**src/rtl/stepper_axis_driver.sv**
```systemverilog
// Single-axis stepper back end: homing against the Stop switch and absolute moves.
// Drives the PU/DR/MF driver pins and tracks the current step position.
module stepper_axis_driver #(
  parameter int POS_W          = 10,
  parameter int PULSE_HALF     = 50,
  parameter int DIR_SETUP      = 20,
  parameter bit HOME_DIR       = 1'b0,
  parameter int MAX_HOME_STEPS = 1023
) (
  input  logic             sysclk,
  input  logic             rst,
  input  logic             home_req,
  input  logic             tgt_valid,
  input  logic [POS_W-1:0] tgt_pos,
  input  logic             Stop,
  output logic             busy,
  output logic             homed,
  output logic             done,
  output logic             fault,
  output logic [POS_W-1:0] cur_pos,
  output logic             PU,
  output logic             DR,
  output logic             MF
);

  localparam int CMAX = (PULSE_HALF > DIR_SETUP) ? PULSE_HALF : DIR_SETUP;
  localparam int CNT_W = $clog2(CMAX + 1);
  localparam int HS_W = $clog2(MAX_HOME_STEPS + 1);

  typedef enum logic [2:0] {
    UNHOMED,
    IDLE,
    SETUP,
    PULSE_HI,
    PULSE_LO
  } state_t;

  state_t           state;
  logic             is_home;
  logic [POS_W-1:0] tgt;
  logic [CNT_W-1:0] cnt;
  logic [HS_W-1:0]  hsteps;
  logic [POS_W-1:0] next_pos;

  // Stepping away from the switch counts up, toward it counts down.
  always_comb begin
    next_pos = (DR != HOME_DIR) ? cur_pos + POS_W'(1)
                                : cur_pos - POS_W'(1);
  end

  always_ff @(posedge sysclk or posedge rst) begin
    if (rst) begin
      state   <= UNHOMED;
      is_home <= 1'b0;
      tgt     <= '0;
      cnt     <= '0;
      hsteps  <= '0;
      busy    <= 1'b0;
      homed   <= 1'b0;
      done    <= 1'b0;
      fault   <= 1'b0;
      cur_pos <= '0;
      PU      <= 1'b0;
      DR      <= 1'b0;
      MF      <= 1'b1;
    end else begin
      done <= 1'b0;
      unique case (state)
        UNHOMED, IDLE: begin
          if (home_req) begin
            fault   <= 1'b0;
            is_home <= 1'b1;
            DR      <= HOME_DIR;
            MF      <= 1'b0;
            busy    <= 1'b1;
            hsteps  <= '0;
            cnt     <= CNT_W'(DIR_SETUP - 1);
            state   <= SETUP;
          end else if (tgt_valid && state == IDLE && homed) begin
            if (tgt_pos == cur_pos) begin
              done <= 1'b1;
            end else begin
              is_home <= 1'b0;
              tgt     <= tgt_pos;
              DR      <= (tgt_pos > cur_pos) ? ~HOME_DIR : HOME_DIR;
              MF      <= 1'b0;
              busy    <= 1'b1;
              cnt     <= CNT_W'(DIR_SETUP - 1);
              state   <= SETUP;
            end
          end
        end
        SETUP: begin
          if (cnt != '0) begin
            cnt <= cnt - CNT_W'(1);
          end else if (is_home && Stop) begin
            cur_pos <= '0;
            homed   <= 1'b1;
            busy    <= 1'b0;
            done    <= 1'b1;
            state   <= IDLE;
          end else begin
            PU    <= 1'b1;
            cnt   <= CNT_W'(PULSE_HALF - 1);
            state <= PULSE_HI;
          end
        end
        PULSE_HI: begin
          if (cnt != '0) begin
            cnt <= cnt - CNT_W'(1);
          end else begin
            PU    <= 1'b0;
            cnt   <= CNT_W'(PULSE_HALF - 1);
            state <= PULSE_LO;
          end
        end
        PULSE_LO: begin
          if (cnt != '0) begin
            cnt <= cnt - CNT_W'(1);
          end else if (is_home) begin
            if (Stop) begin
              cur_pos <= '0;
              homed   <= 1'b1;
              busy    <= 1'b0;
              done    <= 1'b1;
              state   <= IDLE;
            end else if (hsteps == HS_W'(MAX_HOME_STEPS - 1)) begin
              cur_pos <= next_pos;
              fault   <= 1'b1;
              homed   <= 1'b0;
              MF      <= 1'b1;
              busy    <= 1'b0;
              state   <= UNHOMED;
            end else begin
              cur_pos <= next_pos;
              hsteps  <= hsteps + HS_W'(1);
              PU      <= 1'b1;
              cnt     <= CNT_W'(PULSE_HALF - 1);
              state   <= PULSE_HI;
            end
          end else if (DR == HOME_DIR && Stop) begin
            // Hitting the limit mid-move re-references the axis.
            cur_pos <= '0;
            busy    <= 1'b0;
            done    <= 1'b1;
            state   <= IDLE;
          end else if (next_pos == tgt) begin
            cur_pos <= next_pos;
            busy    <= 1'b0;
            done    <= 1'b1;
            state   <= IDLE;
          end else begin
            cur_pos <= next_pos;
            PU      <= 1'b1;
            cnt     <= CNT_W'(PULSE_HALF - 1);
            state   <= PULSE_HI;
          end
        end
        default: begin
          state <= UNHOMED;
        end
      endcase
    end
  end

endmodule

```
**config.mk**
```make
export PLATFORM = sky130hd
export DESIGN_NAME = stepper_axis_driver
export DESIGN_NICKNAME = d
export VERILOG_FILES = /design/src/rtl/stepper_axis_driver.sv
export SDC_FILE = /design/constraint.sdc
export NUM_CORES = 1
export LEC_CHECK = 0
export ABC_AREA = 1
export CAP_MARGIN = 15
export CORE_MARGIN = 4
export CORE_UTILIZATION = 46
export CTS_CLUSTER_SIZE = 16
export DETAILED_ROUTE_END_ITERATION = 10
export GPL_TIMING_DRIVEN = 0
export PLACE_DENSITY_LB_ADDON = 0.2
export SYNTH_ARGS = -nofsm -noshare
export SYNTH_HDL_FRONTEND = slang
export SYNTH_SLANG_ARGS = --single-unit
```
**constraint.sdc**
```tcl
create_clock -name sysclk -period 6.09 [get_ports sysclk]
set_clock_uncertainty 0.05 [all_clocks]
set_input_delay 1.218 -clock sysclk [delete_from_list [all_inputs] [get_ports sysclk]]
set_output_delay 1.218 -clock sysclk [all_outputs]
set_load 0.005 [all_outputs]
```
; ---- Word level (Yosys, flattened, before mapping)
; Cells that the tools add are included.
; Widths: inputs -> output; s select.
[totals]
register_bits = 47
in_bits = 15
output_inout_bits = 17
word_cells = 171
[op_classes]
add_sub_neg = 4
magnitude_cmp = 1
eq_ne = 32
mux = 94
n_bitwise = 3
n_reduce_logical = 24
[ops]
columns = op, count
row1 = $mux 10, 12
row2 = $mux 6, 12
row3 = $mux 1, 48
row4 = $pmux 10 s2, 2
row5 = $ne 3x3->1 const B, 8
row6 = $ne 4x4->1 const B, 6
row7 = $pmux 6 s4, 1
row8 = $ne 2x2->1 const B, 11
row9 = $mux 3, 7
row10 = $add 10x1->10 const B, 2
row11 = $eq 10x10->1, 2
row12 = $reduce_and 6->1, 3
row13 = $reduce_and 8->1, 2
row14 = $pmux 3 s4, 1
row15 = $eq 10x10->1 const B, 1
row16 = $gt 10x10->1, 1
row17 = $mux 2, 5
row18 = $sub 10x1->10 const B, 1
row19 = $pmux 1 s3, 3
row20 = $reduce_and 9->1, 1
row21 = $reduce_and 4->1, 2
row22 = $reduce_and 7->1, 1
row23 = $eq 3x2->1 const B, 2
row24 = $pmux 1 s2, 3
row25 = other kinds (13), 21

; ---- Longest topological paths before layout
; Gate-level depths: netlist (run 1).
[logic_depth]
depth_word = 8
depth_mapped = 19
mapped_depth_nobuf = 19

; ---- Least setup slack after synthesis (run 1)
; Ideal clock, no wire load.
[synth_timing]
kind = input-to-reg
start = in tgt_pos[9]
end = reg state[0]
setup_ns = 0.139
arrival_ns = 2.520
required_time_ns = 5.901
slack_ns = 3.380
cell_stages = 14
n_path_buf = 0
path_cell_list = ha_1 nand2_1 inv_1 nand3_1 nor3_1 nand3_1 nand2_1 inv_1 nor2_1 inv_1 nand2_1 inv_1 o311ai_0 o21ai_0
[synth_between]
elab_chain_len = 3
[synth_rtl]
columns = element, line_no
row1 = start: declaration, 14  ; input logic [POS_W-1:0] tgt_pos,
row2 = $eq 10x10->1, 80  ; if (tgt_pos == cur_pos) begin
row3 = $ne 3x3->1 (no line), --
row4 = $reduce_and 5->1 (no line), --
row5 = end signal: assignment, 78  ; state <= SETUP;
row6 = end signal: assignment, 89  ; state <= SETUP;
row7 = end signal: assignment, 101  ; state <= IDLE;
row8 = end: declaration, 38  ; state_t state;
; No other way between the ends.
; A chain may end at the register's enable or synchronous reset.

; ---- Final worst setup path (run 1)
[layout_timing]
start = in tgt_pos[9]
end = reg tgt[9]
[layout_between]
elab_chain_len = 3
[layout_rtl]
columns = element, line_no
row1 = $eq 10x10->1, 80
row2 = $not 1->1 (no line), --
row3 = $reduce_and 4->1 (no line), --
row4 = end signal: assignment, 84  ; tgt <= tgt_pos;
row5 = end: declaration, 40  ; logic [POS_W-1:0] tgt;
; Several ways; a longest one is shown, not always the timed one.

==> summary.md, run 1 <==
| Metric | Value |
|---|---|
| Status | complete, no violations |
| CTS Buf Count | 5 |
| Worst path max stage delay | approximately 0.5 ns |
| Pin count of the biggest net entering global routing | 28 |
| Routability cong. | between 0.8 and 0.9 |
| Critical path cell sequence | clkdlybuf4s50_1 -> ha_1 -> nand2_1 -> inv_1 -> nand3_1 -> nor3_1 -> nand3_1 -> nand2_1 -> nor2_1 -> clkbuf_1 -> o21ai_0 |
| Post-synth top flop | dfrtp_1 |
| Top delay family on crit path | buffers and inverters |
| Slew @ Worst Pin | ~0.63 ns |
| Core Region | 0.00683 mm2 |
| RSZ-0062 raised after global routing | no |
| Worst-path maximum fanout | 10 |
| Die Y | 92.1 um |
| DIE AREA | ~0.0085 mm2 |
| Fin Hold WS | roughly 0.43 ns |
| Area contributors post-synth | dfrtp_1 (35%), nand2_1 (15%), inv_1 (9.0%) |
| Worst setup EP type | flip-flop |
| Routed WL per cell | 13.3 um |
| Setup TNS | 0 ns |
| Via density | between 5 and 6 |
| Cell taking the most area after synthesis | dfrtp_1 |
| Pwr Density | around 410 mW/mm2 |
| Critical path class | in2reg |
| Clk_lat worst skew | about 0.31 ns |
| Worst Hold End | hsteps[6] |
| Port bufs | 31 |
| H-tree lvl count | 2 |
| Syn Area/Cell | around 7 um2 |
| CP Data Required Time | between 6 and 7 ns |
| Vias in the first global route | just over 3,000 |
| Fin util | about 56% |
| Final Max Tran Viols | 0 |
| Top-Level Pins | 32 |
| Row cnt | 30 |
| Setup violators final | 0 |
| Crit path time final | 3.55 ns |
| Yosys top cell area share | a little over a third |
| Final wirelength | between 8000 and 9000 um |
| Mux cell area share after synthesis | 0% |
| Post-Synth XOR/XNOR Area | 1.35% |
| Reg2reg path depth | 14 |
| Synth cell types | 35 |
| Tcrit/Tclk final | between 50% and 60% |
| DR pass1 iterations | 5 |
| Final nets | approximately 540 |
| WP data arrival | 3.68 ns |
| Synth Register Bits | 47 |
| Worst r2r src | DR |
| Compound-Gate Fraction of Synth Area | a little under an eighth |
| Clock Sinks | between 40 and 50 |
| Cell count after synthesis | 467 |
| Critical path launch point type | primary input |
| Synth Area in Simple Gates | between 30% and 40% |
| DP Wirelength | 6070 um |
| Layout cell share with drive strength beyond 1 | 4.93% |
| Clock transition at path regs | 0.10 ns |
| Max Clk Rate | approximately 280 MHz |
| Antenna Nets Post-Route | 0 |
| Vias post-DR | 3,112 |
| Slew HR | between 50 and 60% |
| CTS Hold Bufs | 0 |
| Final hold viol count | 0 |
| Sequential share of the synthesized area | between 30% and 40% |
| Initial Util | 47.6% |
| Pleak | roughly 2.0 nW |
| Hold wc startpoint | hsteps[6] |
| WP depth | 11 |
| Post-synth design cell area | between 0.003 and 0.004 mm2 |
| Slowest CP cell | nor2_1 |
| Largest family of logic cells by synthesized area | simple AND/OR/NAND/NOR gates |
| Post-synth EDFFs | 0 |
| Worst R2R End | cnt[5] |
| Die Span X | 92.1 um |
| CTS tree | built |
| Hold path depth | 1 |
| Max cap viols | 0 |
| Most common cell in the netlist | nand2_1 |
| Initial antenna violation count | 0 |
| Post-synthesis net count | 504 |
| Top cell types by occurrence after synthesis | nand2_1 (134), inv_1 (78), nor2_1 (49), dfrtp_1 (46), nand3_1 (37) |
| Diode count | 0 |
| Clock Path Buffers | 2 |
| Post-route DRC | 0 |
| Worst path bufs/invs | 3 |
| GRT overflow | 0 |
| Post-CTS Setup Bufs | 0 |
| Worst hold path type | reg2reg |
| FF-to-FF setup slack | ~3.3 ns |
| Adder-Cell Fraction of Synth Area | 8.69% |
| Cts repair resizes | 0 |
| Ys async rst share | 100% |
| Total GRT Usage | about 20% |
| CTS root buf | clkbuf_8 |
| Maximum vdd drop | between 150 and 200 uV |
| Cells after DPL | between 500 and 600 |
| Synth-to-layout area growth | 17.6% |
| Iter 0 DRT Violations | 225 |
| Yosys warning count | 0 |
| Fin cells | roughly 600 |
| Global-route wire length before repair | 13,600 um |
## final cells by class
class                           instances  area [um2]
Buffer                                  2        17.5
Clock buffer                            6        82.6
Clock inverter                          2        38.8
Fill cell                             697        3010
Inverter                               80         300
Multi-Input combinational cell        338        1760
Sequential cell                        47        1180
Tap cell                               96         120
Timing Repair Buffer                   32         330
## cell usage in the layout (no fill, tap or decap), types with 11 or more instances in the layout
cell             count
nand2_1            134
o21ai_0             23
clkdlybuf4s50_1     31
ha_1                21
a21oi_1             16
nand3_1             37
nor2_1              49
dfrtp_1             46
inv_1               77
o22ai_1             11
## power breakdown
| group | internal [mW] | total, mW | switching (mW) |
|---|---|---|---|
| clock network | 0.135 | 0.258 | 0.123 |
| logic | 0.326 | 0.817 | 0.492 |
| registers | 0.405 | 0.484 | 0.0787 |
## per-layer routing
layer / up-vias / GRT usage (%) / routed length, um
li1: 1582 / - / -
met1: 1436 / 26.9 / 3930
met2: 81 / 31.8 / 3590
met3: 13 / 3.77 / 385
met4: 0 / 6.56 / 132
met5: - / 0 / 0
## cell families after synthesis
kind of cell | Yosys count
flops | 47
buf+inv | 82
fa+ha+maj | 22
simple gates | 248
compound gates | 63
xor+xnor | 5
## flip-flops by register name, summed over array words and instances, names as in the netlist
name	count
PU	1
hsteps	10
cnt	6
done	1
fault	1
MF	1
cur_pos	10
is_home	1
homed	1
DR	1
tgt	10
state	3
busy	1
## worst max-delay path by stage
stage / endpoint / from / slack (ns)
3_3_place_gp: tgt[6] / tgt_pos[8] / 2.26
2_1_floorplan: state[0] / tgt_pos[9] / 3.38
6_report: tgt[9] / tgt_pos[9] / 2.54
5_1_grt: tgt[9] / tgt_pos[9] / 2.28
4_1_cts: tgt[9] / tgt_pos[9] / 2.55
3_5_place_dp: tgt[9] / tgt_pos[9] / 2.21
## stage by stage
stage | worst slack, ns | area (um2) | power, mW
final | 2.54 | 3830 | 1.56
after CTS | 2.55 | 3830 | 1.56
after floorplan | 3.38 | 3250 | 1.06
after global routing | 2.28 | 3830 | 1.70
after detailed placement | 2.21 | 3700 | 1.29
after global placement | 2.26 | 3680 | 1.27
Note: power is estimated with default switching activity, not from simulation.
==> run 2, diff against run 1 <==
- clock period: 6.09 -> 2.85 ns (I/O delays scaled with it)
==> run 2 against run 1 <==
Compared with the run above:
- register-to-register slack got worse by 3.1 ns
- worst hold slack got worse by 0.0019 ns
- count of clock-buffer cells in the layout unchanged
- sequential share of layout area decreased by 0.21 points
- utilization increased by 0.44 points
- cell area increased by 0.78%
- wire length increased by 0.58%
- critical path type unchanged
- largest cell class unchanged
- largest power group unchanged
- highest routed layer unchanged
==> summary.md, run 2 (same netlist as run 1, synthesis figures left out) <==
| Metric | Value |
|---|---|
| Fin cells | about 600 |
| Global-route wire length before repair | about 14,000 um |
| Iter 0 DRT Violations | between 200 and 300 |
| Largest registers | cur_pos x10, hsteps x10, tgt x10 |
| Port bufs | 31 |
| Worst path max stage delay | approximately 0.43 ns |
| DP Area | approximately 0.0037 mm2 |
| Row cnt | 30 |
| Pre-CTS WS | -0.387 ns |
| H-tree lvl count | 2 |
| Max Clk Rate | between 300 and 400 MHz |
| Setup ws final | 0.232 ns |
| Critical path class | in2reg |
| Vias post-DR | ~3,100 |
| Diode count | 0 |
| Critical path cell sequence | clkdlybuf4s50_1 -> ha_1 -> nand2_1 -> inv_1 -> nand3_1 -> nor3_2 -> nand3_1 -> nand2_1 -> inv_1 -> nor2_1 -> inv_1 -> nand2_1 -> inv_1 -> o311ai_0 -> o21ai_0 |
| Fin util | a little under three fifths |
| Synth-to-layout area growth | 18.5% |
| GRT overflow | 0 |
| Layout cell share with drive strength beyond 1 | 6.69% |
| Total power | about 3.3 mW |
| Top-Level Pins | 32 |
| Via density | approximately 5.2 |
| Slowest CP cell | clkdlybuf4s50_1 |
| Antenna Nets Post-Route | 0 |
| Clock Path Buffers | 2 |
| Core Region | around 0.0068 mm2 |
| Status | complete, no violations |
| Vias in the first global route | between 3,000 and 4,000 |
| Worst path bufs/invs | 5 |
| Clock Sinks | 47 |
| Critical path launch point type | primary input |
| Pin count of the biggest net entering global routing | 28 |
| Crit path time final | 2.62 ns |
| Clk_lat worst skew | ~0.31 ns |
| Pleak | a little under 2 nW |
| Clock transition at path regs | ~0.10 ns |
| Slew HR | between 60% and 70% |
| DR pass1 iterations | 7 |
| Setup violators final | 0 |
| Cells after DPL | approximately 600 |
| Post-route DRC | 0 |
| Worst-path maximum fanout | 3 |
| Max cap viols | 0 |
| Worst hold path type | reg2reg |
| Top delay family on crit path | simple AND/OR/NAND/NOR gates |
| DP Wirelength | a little over 6000 um |
| CTS root buf | clkbuf_8 |
| Initial Util | between 40 and 50% |
| Final nets | 544 |
| CTS tree | built |
| CTS Hold Bufs | 0 |
| Maximum vdd drop | roughly 370 uV |
| Die Span X | approximately 92 um |
| Most used cell, CP | inv_1 |
| Final Max Tran Viols | 0 |
| Tcrit/Tclk final | 91.9% |
| Final wirelength | 8090 um |
| Pwr Density | approximately 870 mW/mm2 |
| Initial antenna violation count | 0 |
| Most common cell after layout, fill and taps aside | nand2_1 |
| DIE AREA | 0.00848 mm2 |
| Total GRT Usage | between 10% and 20% |
| Final hold viol count | 0 |
| WP data arrival | about 2.8 ns |
| Routability cong. | roughly 0.9 |
| Commonest non-fill, non-tap cells in the layout | nand2_1 (134), inv_1 (76), nor2_1 (47) |
| Die Y | between 90 and 100 um |
| Routed WL per cell | 13.4 um |
| CP Data Required Time | between 2 and 3 ns |
| Fillers | 691 |
| Final Cell Area | about 0.0039 mm2 |
| CTS Buf Count | 5 |
| Slew @ Worst Pin | roughly 0.48 ns |
| RSZ-0062 raised after global routing | no |
| Worst setup EP type | flip-flop |
run 2: cell types whose count changed in the layout (fill, tap and decap cells not counted), sizes merged:
cell      delta
inv          -1
clkinvlp     +2
run 2: worst register-to-register path, delay by kind of cell, from the launching register on:
kind	cells	cell delay (ns)
flip-flops	1	0.48
adder cells (fa/ha/maj)	1	0.52
AND/OR/NAND/NOR	8	0.95
AO/OA/AOI/OAI	2	0.22
buffers and inverters	2	0.28
run 2: power by group:
part / internal, mW / total, mW / switching, mW
Combinational: 0.700 / 1.76 / 1.06
Clock: 0.289 / 0.545 / 0.256
Sequential: 0.866 / 1.04 / 0.169
run 2: timing repair:
action / CTS / global route
pin swaps: 0 / 0
setup endpoints to repair: 4 / 20
setup buffers: 0 / 0
resized for setup: 1 / 9
cloned: 0 / 1
run 2: area by class of cell:
class / instances / area [um2] / area share (%)
Tap cell: 96 / 120 / 3.11
Clock inverter: 2 / 38.8 / 1.01
Timing Repair inverter: 1 / 7.51 / 0.195
Multi-Input combinational cell: 338 / 1780 / 46.0
Timing Repair Buffer: 32 / 330 / 8.57
Inverter: 80 / 304 / 7.88
Sequential cell: 47 / 1180 / 30.6
Buffer: 2 / 18.8 / 0.487
Clock buffer: 6 / 82.6 / 2.14
run 2: worst paths after layout:
check	from	end	slack [ns]	cells after the start
setup / recovery	tgt_pos[9]	state[0]	0.23	15
hold / removal	hsteps[6]	hsteps[6]	0.43	1
setup reg to reg	DR	cnt[5]	0.23	13
hold reg to reg	hsteps[6]	hsteps[6]	0.43	1
max in group asynchronous	rst	tgt[8]	1.71	3
min in group asynchronous	rst	cur_pos[3]	0.54	2
run 2: stage by stage:
stage / TNS [ns] / hold WS, ns
after floorplan: 0 / 0.383
after global placement: -3.19 / 0.405
after detailed placement: -3.14 / 0.411
after CTS: 0 / 0.424
after global routing: 0 / 0.447
final: 0 / 0.431
run 2: routing by layer:
layer,wire (um),vias up,track usage [%],part of all wire [%]
li1,-,1587,-,-
met1,3890,1453,26.9,48
met2,3610,93,31.8,45
met3,437,15,3.77,5.4
met4,148,0,6.68,1.8
met5,0,-,0,0
==> run 3, diff against run 2 <==
- REMOVE_ABC_BUFFERS: unset -> 1
==> run 3 against run 2 <==
Compared with the run above:
- utilization rose by 1.2 points
- worst hold slack worse by 0.00083 ns
- die area stayed put
- flip-flop and latch count stayed put
- largest cell class unchanged
- setup slack improved by 0.040 ns
- critical endpoint is now cnt[5]
- wire length shrank 0.92%
==> summary.md, run 3 (same netlist as run 1, synthesis figures left out) <==
| Metric | Value |
|---|---|
| Status | complete, no violations |
| Via density | between 5 and 6 |
| Final Cell Area | roughly 0.004 mm2 |
| Pin count of the biggest net entering global routing | 36 |
| Final hold viol count | 0 |
| CTS Buf Count | 5 |
| Top delay family on crit path | simple AND/OR/NAND/NOR gates |
| DR pass1 iterations | 6 |
| Routability cong. | between 0.8 and 0.9 |
| Critical path cell sequence | clkdlybuf4s50_1 -> ha_1 -> nand2_1 -> inv_1 -> nand3_1 -> nor3_2 -> nand3_1 -> nand2_1 -> inv_1 -> nor2_2 -> a211oi_1 -> nand2_4 -> nand2_1 -> o21ai_0 |
| Fin cells | 605 |
| CTS tree | built |
| Max cap viols | 0 |
| Tcrit/Tclk final | 90.5% |
| CTS Hold Bufs | 0 |
| GRT overflow | 0 |
| Final nets | 545 |
| Initial antenna violation count | 0 |
| Setup violators final | 0 |
| DIE AREA | ~0.0085 mm2 |
| Worst-path maximum fanout | 7 |
| Diode count | 0 |
| DP Wirelength | around 5900 um |
| Core Region | just under 0.007 mm2 |
| Critical path launch point type | primary input |
| Fin Hold WS | about 0.43 ns |
| Commonest non-fill, non-tap cells in the layout | nand2_1 (134), inv_1 (76), dfrtp_1 (45) |
| DP Area | between 0.003 and 0.004 mm2 |
| Clk_lat worst skew | 0.32 ns |
| Final wirelength | between 8000 and 9000 um |
| Routed WL per cell | around 13 um |
| Antenna Nets Post-Route | 0 |
| Max Clk Rate | just under 400 MHz |
| Global-route wire length before repair | approximately 13,000 um |
| Synth-to-layout area growth | 21.0% |
| Setup ws final | 0.272 ns |
| Vias in the first global route | around 2,800 |
| Total power | around 3.4 mW |
| Worst path max stage delay | 0.43 ns |
| WP data arrival | 2.73 ns |
| Final Max Tran Viols | 0 |
| Largest registers | cur_pos x10, hsteps x10, tgt x10 |
| Slew HR | 66.3% |
| Top-Level Pins | 32 |
| H-tree lvl count | 2 |
| Iter 0 DRT Violations | ~270 |
| Worst path bufs/invs | 3 |
| Post-route DRC | 0 |
| Pleak | 1.98 nW |
| Initial Util | around 48% |
| Layout cell share with drive strength beyond 1 | ~8.3% |
| Crit path time final | roughly 2.6 ns |
| Most common cell after layout, fill and taps aside | nand2_1 |
| Worst hold path type | reg2reg |
| Cells after DPL | between 500 and 600 |
| Setup TNS | 0 ns |
| Slowest CP cell | clkdlybuf4s50_1 |
| Worst setup EP type | flip-flop |
| Vias post-DR | around 3,100 |
| Port bufs | 31 |
| Fin util | 57.6% |
| Slew @ Worst Pin | approximately 0.50 ns |
| Clock Path Buffers | 2 |
| CTS root buf | clkbuf_8 |
| Pwr Density | approximately 860 mW/mm2 |
| Most used cell, CP | nand2_1 |
| Row cnt | 30 |
| Pre-CTS WS | -0.572 ns |
| Clock Sinks | between 40 and 50 |
| CP Data Required Time | ~3 ns |
| Clock transition at path regs | about 0.10 ns |
| Die Y | 92.1 um |
| Die Span X | around 90 um |
| Critical path class | in2reg |
| Maximum vdd drop | ~370 uV |
| Total GRT Usage | a little under a fifth |
run 3: final timing paths:
| kind | startpoint | depth (start not counted) | slack, ns | endpoint |
|---|---|---|---|---|
| worst max-delay path | tgt_pos[9] | 14 | 0.27 | cnt[5] |
| worst min-delay path | hsteps[6] | 1 | 0.43 | hsteps[6] |
| worst max register to register | DR | 16 | 0.30 | cnt[5] |
| worst min register to register | hsteps[6] | 1 | 0.43 | hsteps[6] |
| max in group asynchronous | rst | 3 | 1.74 | MF |
| min in group asynchronous | rst | 2 | 0.46 | tgt[3] |
run 3: routing by layer:
| metal | share of wire, % | GRT usage (%) |
|---|---|---|
| met4 | 0.82 | 4.95 |
| met2 | 46 | 29.9 |
| met5 | 0 | 0 |
| met1 | 48 | 27.3 |
| met3 | 4.5 | 2.95 |
run 3: layout make-up:
class | count | area [um2]
fillers | 663 | 2890
multi-input cells | 338 | 1850
flip-flops and latches | 47 | 1180
repair buffers | 35 | 365
inverters | 80 | 304
well taps | 96 | 120
clock buffers | 5 | 68.8
clock inverters | 3 | 47.5
repair inverters | 1 | 7.51
run 3: repair_timing:
item | in CTS | in global routing
buffers inserted | 0 | 3
pin swaps | 0 | 1
resized for setup | 1 | 17
gates cloned | 0 | 1
setup endpoints to repair | 5 | 16
run 3: power by group:
part | switching, mW | internal [mW] | total, mW
Clock | 0.260 | 0.266 | 0.526
Sequential | 0.179 | 0.866 | 1.04
Combinational | 1.07 | 0.733 | 1.80
